**src/rtl/uart_rx_unit.sv**
```systemverilog
// uart_rx_unit: 16x-oversampled UART receiver with integrated baud tick generator.
// Define UART_RX_PARITY_EN to add an even-parity bit after the data bits and the parity_err output.
module uart_rx_unit #(
    parameter int DBIT       = 8,
    parameter int SB_TICK    = 16,
    parameter int DVSR_WIDTH = 11
) (
    input  logic                  clk,
    input  logic                  reset,
    input  logic [DVSR_WIDTH-1:0] dvsr,
    input  logic                  rx,
    output logic                  rx_done_tick,
    output logic [DBIT-1:0]       dout,
    output logic                  frame_err
`ifdef UART_RX_PARITY_EN
    ,
    output logic                  parity_err
`endif
);
    localparam int SW = (SB_TICK > 16) ? $clog2(SB_TICK) : 4;
    localparam int NW = (DBIT > 1) ? $clog2(DBIT) : 1;
    typedef enum logic [2:0] {IDLE, START, DATA, PARITY, STOP} state_t;
    state_t                state;
    logic [DVSR_WIDTH-1:0] cnt;
    logic                  tick;
    logic                  rx_q, rx_s;
    logic [SW-1:0]         s;
    logic [NW-1:0]         n;
    logic [DBIT-1:0]       shreg;
`ifdef UART_RX_PARITY_EN
    logic                  par;
`endif
    assign tick = (cnt == dvsr);
    always_ff @(posedge clk or posedge reset)
        if (reset) cnt <= '0;
        else cnt <= tick ? '0 : cnt + 1'b1;
    // rx is asynchronous to clk; idle-high reset keeps a false start from appearing
    always_ff @(posedge clk or posedge reset)
        if (reset) {rx_s, rx_q} <= 2'b11;
        else {rx_s, rx_q} <= {rx_q, rx};
    always_ff @(posedge clk or posedge reset)
        if (reset) begin
            state        <= IDLE;
            s            <= '0;
            n            <= '0;
            shreg        <= '0;
            dout         <= '0;
            rx_done_tick <= 1'b0;
            frame_err    <= 1'b0;
`ifdef UART_RX_PARITY_EN
            par          <= 1'b0;
            parity_err   <= 1'b0;
`endif
        end else begin
            rx_done_tick <= 1'b0;
            frame_err    <= 1'b0;
`ifdef UART_RX_PARITY_EN
            parity_err   <= 1'b0;
`endif
            case (state)
                IDLE:
                    if (!rx_s) begin
                        state <= START;
                        s     <= '0;
                    end
                START:
                    if (tick) begin
                        if (s == SW'(7)) begin
                            state <= rx_s ? IDLE : DATA;
                            s     <= '0;
                            n     <= '0;
                        end else s <= s + 1'b1;
                    end
                DATA:
                    if (tick) begin
                        if (s == SW'(15)) begin
                            s     <= '0;
                            shreg <= {rx_s, shreg[DBIT-1:1]};
                            if (n == NW'(DBIT - 1))
`ifdef UART_RX_PARITY_EN
                                state <= PARITY;
`else
                                state <= STOP;
`endif
                            else n <= n + 1'b1;
                        end else s <= s + 1'b1;
                    end
`ifdef UART_RX_PARITY_EN
                PARITY:
                    if (tick) begin
                        if (s == SW'(15)) begin
                            s     <= '0;
                            par   <= rx_s;
                            state <= STOP;
                        end else s <= s + 1'b1;
                    end
`endif
                STOP:
                    if (tick) begin
                        if (s == SW'(SB_TICK - 1)) begin
                            state        <= IDLE;
                            dout         <= shreg;
                            rx_done_tick <= 1'b1;
                            frame_err    <= ~rx_s;
`ifdef UART_RX_PARITY_EN
                            parity_err   <= ^{shreg, par};
`endif
                        end else s <= s + 1'b1;
                    end
                default: state <= IDLE;
            endcase
        end
endmodule

```
**config.mk**
```make
export PLATFORM = sky130hd
export DESIGN_NAME = uart_rx_unit
export DESIGN_NICKNAME = d
export VERILOG_FILES = /design/src/rtl/uart_rx_unit.sv
export SDC_FILE = /design/constraint.sdc
export NUM_CORES = 1
export LEC_CHECK = 0
export CORE_MARGIN = 5
export CORE_UTILIZATION = 49
export DETAILED_ROUTE_END_ITERATION = 16
export PLACE_DENSITY_LB_ADDON = 0.2
export SETUP_SLACK_MARGIN = 0.05
export SYNTH_ARGS = -nofsm -noshare
export SYNTH_HDL_FRONTEND = slang
export SYNTH_SLANG_ARGS = --single-unit
export TNS_END_PERCENT = 5
```
**constraint.sdc**
```tcl
create_clock -name clk -period 2.1 [get_ports clk]
set_clock_uncertainty 0.05 [all_clocks]
set_input_delay 0.63 -clock clk [delete_from_list [all_inputs] [get_ports clk]]
set_output_delay 0.63 -clock clk [all_outputs]
set_load 0.03 [all_outputs]
```
### After elaboration in Yosys (flattened, before gate mapping)

Index checks and enable logic that the tools add are counted.

| storage, ports and cells | value |
|---|---|
| word-level logic and storage cells | 70 |
| input bits | 14 |
| register bits after elaboration | 41 |

| cells by class | value |
|---|---|
| reductions and logical operators | 8 |
| $add $sub $neg | 3 |
| eq/ne operators | 17 |
| bitwise gates (word level) | 1 |
| muxes and demuxes | 31 |

Operator list:

| cell | number |
|---|---|
| 3-bit 2-to-1 mux | 13 |
| 4-bit 2-to-1 mux | 7 |
| 2-bit inequality test, second input constant | 10 |
| 4-bit one-hot mux with 4 select lines | 1 |
| 3-bit one-hot mux with 4 select lines | 1 |
| 6-bit AND reduction | 2 |
| 11-bit by 1-bit adder with 11-bit output, second input constant | 1 |
| 11-bit == test | 1 |
| 11-bit 2-to-1 mux | 1 |
| 8-bit AND reduction | 1 |
| 3-bit == test, second input constant | 2 |
| 1-bit 2-to-1 mux | 6 |
| 3-bit one-hot mux with 2 select lines | 1 |
| 3-bit AND reduction | 2 |
| 4-bit by 1-bit adder with 4-bit output, second input constant | 1 |
| 4-bit by 3-bit == test with 1-bit output, second input constant | 1 |
| 4-bit == test, second input constant | 1 |
| 4-bit nonzero test | 1 |
| 3-bit by 1-bit adder with 3-bit output, second input constant | 1 |
| 3-bit by 1-bit == test with 1-bit output, second input constant | 1 |
| 3-bit by 2-bit == test with 1-bit output, second input constant | 1 |
| 3-bit zero test | 1 |
| 2-bit 2-to-1 mux | 1 |
| 2-bit nonzero test | 1 |
| 1-bit inverter | 1 |

### Logic depth before layout (Yosys ltp)

| logic depth | value |
|---|---|
| word-level depth | 5 |
| depth in mapped cells | 6 |
| gate-level depth less buffers | 6 |

### Worst setup path after synthesis

No wires, ideal clock.

| path | value |
|---|---|
| path type | input-to-reg |
| start point | in dvsr[9] |
| end point | reg shreg[0] |
| cell stages on the path | 5 |
| buffers on the path | 0 |
| arrival | 2.076 ns |
| setup time | 0.125 ns |
| setup slack | -0.151 ns |
| path through | xor2_1 > nor4_2 > nand3_2 > nor4_4 > mux2_2 |

| between the ends | value |
|---|---|
| word-level cells in the longest chain between the ends | 2 |

Ends and longest elaborated chain:

| what | line | source |
|---|---|---|
| start, declared | 10 | `input logic [DVSR_WIDTH-1:0] dvsr,` |
| 11-bit == test | 33 | `assign tick = (cnt == dvsr);` |
| 3-bit AND reduction (no line) | -- |  |
| end signal, assigned | 78 | `shreg <= {rx_s, shreg[DBIT-1:1]};` |
| end, declared | 29 | `logic [DBIT-1:0] shreg;` |

No other way between the ends.
A chain may end at the register's enable or synchronous reset.

### Worst setup path in the final report

| path | value |
|---|---|
| start point | in dvsr[0] |
| end point | reg shreg[1] |

Same word-level chain as after synthesis.

==> metrics.txt <==
# TYPE chip_impl_metric gauge
chip_impl_metric{name="fraction_of_post_synthesis_cell_area_in_the_top_cell_type_by_area",unit="%"} 48.9
chip_impl_metric{name="gp_congestion",unit=""} 0.838
chip_impl_metric{name="grt_max_degree",unit=""} 42
chip_impl_metric{name="synth-edff-count",unit=""} 0
chip_impl_metric{name="postRouteWirelength",unit="mm"} 3.98
chip_impl_metric{name="netlist_area",unit="sq um"} 2000
chip_impl_metric{name="drt-wirelength-per-cell",unit="microns"} 14.7
chip_impl_metric{name="htree_num_levels",unit=""} 2
chip_impl_metric{name="num_antenna_cells",unit=""} 0
chip_impl_metric{name="max-clock-path-buffers",unit=""} 2
chip_impl_metric{name="crit_path_max_fanout",unit=""} 8
chip_impl_metric{name="worstPathRequired",unit="ps"} 2230
chip_impl_info{name="startpoint_type",value="input port"} 1
chip_impl_metric{name="start_util",unit="%"} 50.3
chip_impl_metric{name="number_of_instances_in_the_synthesized_netlist",unit=""} 179
chip_impl_metric{name="cp.arrival",unit="ps"} 2140
chip_impl_metric{name="finalHoldViolCount",unit=""} 0
chip_impl_metric{name="firstDrtPassIters",unit=""} 4
chip_impl_metric{name="cts_sinks",unit=""} 41
chip_impl_metric{name="number_of_distinct_library_cells_after_synthesis",unit=""} 33
chip_impl_info{name="synth.most_common_cell",value="sky130_fd_sc_hd__dfrtp_1"} 1
chip_impl_metric{name="initial_antenna_violation_count",unit=""} 0
chip_impl_metric{name="worst_slack",unit="ps"} 91.9
chip_impl_metric{name="ys_async_sr_fraction",unit="%"} 100
chip_impl_metric{name="ant_nets",unit=""} 0
chip_impl_metric{name="layout_cell_share_with_drive_strength_beyond_1",unit="%"} 28.1
chip_impl_info{name="clk_root_buffer_cell",value="sky130_fd_sc_hd__clkbuf_8"} 1
chip_impl_metric{name="clk_latency",unit="ps"} 290
chip_impl_metric{name="fp-row-count",unit=""} 23
chip_impl_metric{name="drc",unit=""} 0
chip_impl_metric{name="period_share",unit="%"} 95.6
chip_impl_info{name="endpoint_kind",value="register"} 1
chip_impl_metric{name="max-slew-margin-rel",unit="%"} 72.7
chip_impl_info{name="yosys-top-cells-count",value="sky130_fd_sc_hd__dfrtp_1, sky130_fd_sc_hd__nor2_1, sky130_fd_sc_hd__mux2_2"} 1
chip_impl_metric{name="detail_route.vias_per_cell",unit=""} 5.29
chip_impl_metric{name="p_leak",unit="nW"} 1.23
chip_impl_metric{name="final-setup-viol-count",unit=""} 0
chip_impl_metric{name="die_h",unit="microns"} 73.8
chip_impl_metric{name="syn_area_per_cell",unit="sq um"} 11.1
chip_impl_metric{name="slew_viol_final",unit=""} 0
chip_impl_info{name="rsz0062_at_grt",value="yes"} 1
chip_impl_info{name="tritoncts",value="done"} 1
chip_impl_metric{name="layout.cell_area.non_filler",unit="sq um"} 2550
chip_impl_info{name="hold_path.class",value="reg -> reg"} 1
chip_impl_metric{name="fmax",unit="MHz"} 498
chip_impl_metric{name="core_area",unit="sq um"} 3970
chip_impl_metric{name="grt_overflow_total",unit=""} 0
chip_impl_metric{name="total_power",unit="mW"} 1.78
chip_impl_metric{name="yosysWarningCount",unit=""} 0
chip_impl_metric{name="mappedNetlistNets",unit=""} 197
chip_impl_metric{name="die_w",unit="microns"} 73.8
chip_impl_metric{name="max_cap_violations",unit=""} 0
chip_impl_metric{name="cts_hold_buf",unit=""} 0
chip_impl_info{name="critPathKind",value="in -> reg"} 1
chip_impl_metric{name="tightestPinTransition",unit="ps"} 410
chip_impl_info{name="synth_ff_type",value="sky130_fd_sc_hd__dfrtp_1"} 1
chip_impl_metric{name="synth.ff_latch_count",unit=""} 41
chip_impl_metric{name="first_global_vias",unit=""} 1557
chip_impl_metric{name="pin_count",unit=""} 24
chip_impl_metric{name="grt_util_all_layers",unit="%"} 16.7
chip_impl_info{name="synth.area.top_cells",value="sky130_fd_sc_hd__dfrtp_1, sky130_fd_sc_hd__mux2_2, sky130_fd_sc_hd__xor2_1"} 1
chip_impl_metric{name="dpl.hpwl",unit="mm"} 2.85
chip_impl_info{name="synth_top_area_cell",value="sky130_fd_sc_hd__dfrtp_1"} 1
chip_impl_metric{name="synth_seq_area_share",unit="%"} 51.5
chip_impl_metric{name="place_inst",unit=""} 261
chip_impl_metric{name="peakVddDrop",unit="uV"} 498
chip_impl_metric{name="area_growth_syn_to_layout",unit="%"} 27.8
chip_impl_metric{name="worst_setup_hold_path_clk_slew",unit="ps"} 80
chip_impl_metric{name="route.vias.total",unit=""} 1433
chip_impl_metric{name="final_net_count",unit=""} 238
chip_impl_metric{name="layout_min_cycle_time",unit="ps"} 2010
chip_impl_metric{name="final_util",unit="%"} 64.2
chip_impl_metric{name="pwr_per_cell_area",unit="nW/um^2"} 699
chip_impl_metric{name="first_iter_violations",unit=""} 57
chip_impl_metric{name="cts_buffers",unit=""} 5
chip_impl_metric{name="dpl-instance-area",unit="sq um"} 2390
chip_impl_metric{name="dpl_worst_slack",unit="ps"} -623
chip_impl_metric{name="buffer_ports.inserted",unit=""} 23
chip_impl_info{name="status",value="finished, final reports clean"} 1
chip_impl_metric{name="final_cells",unit=""} 271
chip_impl_metric{name="global_route_wire_length_before_repair",unit="mm"} 6.89
chip_impl_metric{name="die_area",unit="sq um"} 5450
[timing repair]
action                     CTS  global route
pin swaps                    8             2
gates resized for setup     40            11
setup endpoints to repair   27            20
setup buffers                2             0
[kinds of logic after synthesis]
logic type	after synthesis	synth area share (%)
compound gates	17	6.08
xor+xnor	21	9.22
fa+ha+maj	4	2.51
buf+inv	13	2.51
flops	41	51.5
mux	21	11.7
simple gates	62	16.4
[registers in the layout (all words and copies together), names as in the netlist]
signal        flops
rx_q              1
rx_done_tick      1
n                 3
dout              8
s                 4
state             3
frame_err         1
cnt              11
rx_s              1
shreg             8
[power by group]
group | switching (mW) | internal, mW
combinational | 0.171 | 0.169
sequential | 0.0700 | 0.862
clock | 0.277 | 0.233
total | 0.518 | 1.26
[path summary, 6_finish.rpt]
check	startpoint	to	slack, ps	cells past startpoint
worst max register to register	cnt[7]$_DFF_PP0_	shreg[1]$_DFFE_PP0P_	130	6
min in group asynchronous	reset	cnt[9]$_DFF_PP0_	630	3
worst min-delay path	rx_q$_DFF_PP1_	rx_s$_DFF_PP1_	310	0
worst max-delay path	dvsr[0]	shreg[1]$_DFFE_PP0P_	90	7
max in group asynchronous	reset	rx_s$_DFF_PP1_	1100	3
worst min register to register	rx_q$_DFF_PP1_	rx_s$_DFF_PP1_	310	0
[critical path, stage by stage]
cell and delay (ps):
sky130_fd_sc_hd__buf_2 100, sky130_fd_sc_hd__xor2_1 160, sky130_fd_sc_hd__nor4_2 350, sky130_fd_sc_hd__nand3_2 200, sky130_fd_sc_hd__nor4_4 190, sky130_fd_sc_hd__buf_6 200, sky130_fd_sc_hd__mux2_4 310
[final cells by class]
cell class                      instances  area [sq um]
Multi-Input combinational cell        125           986
Clock inverter                          3          22.5
Sequential cell                        41          1030
Inverter                                8          30.0
Fill cell                             322          1420
Clock buffer                            5          68.8
Tap cell                               50          62.6
Timing Repair Buffer                   39           350
[per-layer routing]
metal	global-route usage, %	routed length [microns]	vias up
met5	0	0	-
li1	-	-	693
met3	4.79	156	7
met4	6.04	70	0
met2	28.9	2060	28
met1	19.6	1690	705
[cell usage in the layout, fill, tap and decap left out, types with 5 or more instances in the layout]
cell type                         instances
sky130_fd_sc_hd__buf_4                   14
sky130_fd_sc_hd__o21ai_0                  5
sky130_fd_sc_hd__clkbuf_8                 5
sky130_fd_sc_hd__nor2_1                  21
sky130_fd_sc_hd__xnor2_1                  6
sky130_fd_sc_hd__nand3_1                 11
sky130_fd_sc_hd__dfrtp_1                 38
sky130_fd_sc_hd__clkdlybuf4s50_1          8
sky130_fd_sc_hd__inv_1                    8
sky130_fd_sc_hd__nand2_1                 11
sky130_fd_sc_hd__xor2_1                  14
sky130_fd_sc_hd__mux2_4                   8
sky130_fd_sc_hd__mux2_2                  11
[through the flow]
step / hold WS (ps) / TNS, ps
after CTS: 312 / -22.5
after floorplan: 295 / -1050
after detailed placement: 301 / -14860
after global placement: 297 / -13450
after global routing: 319 / 0
final: 312 / 0
Power figures use the tool's default switching activity.
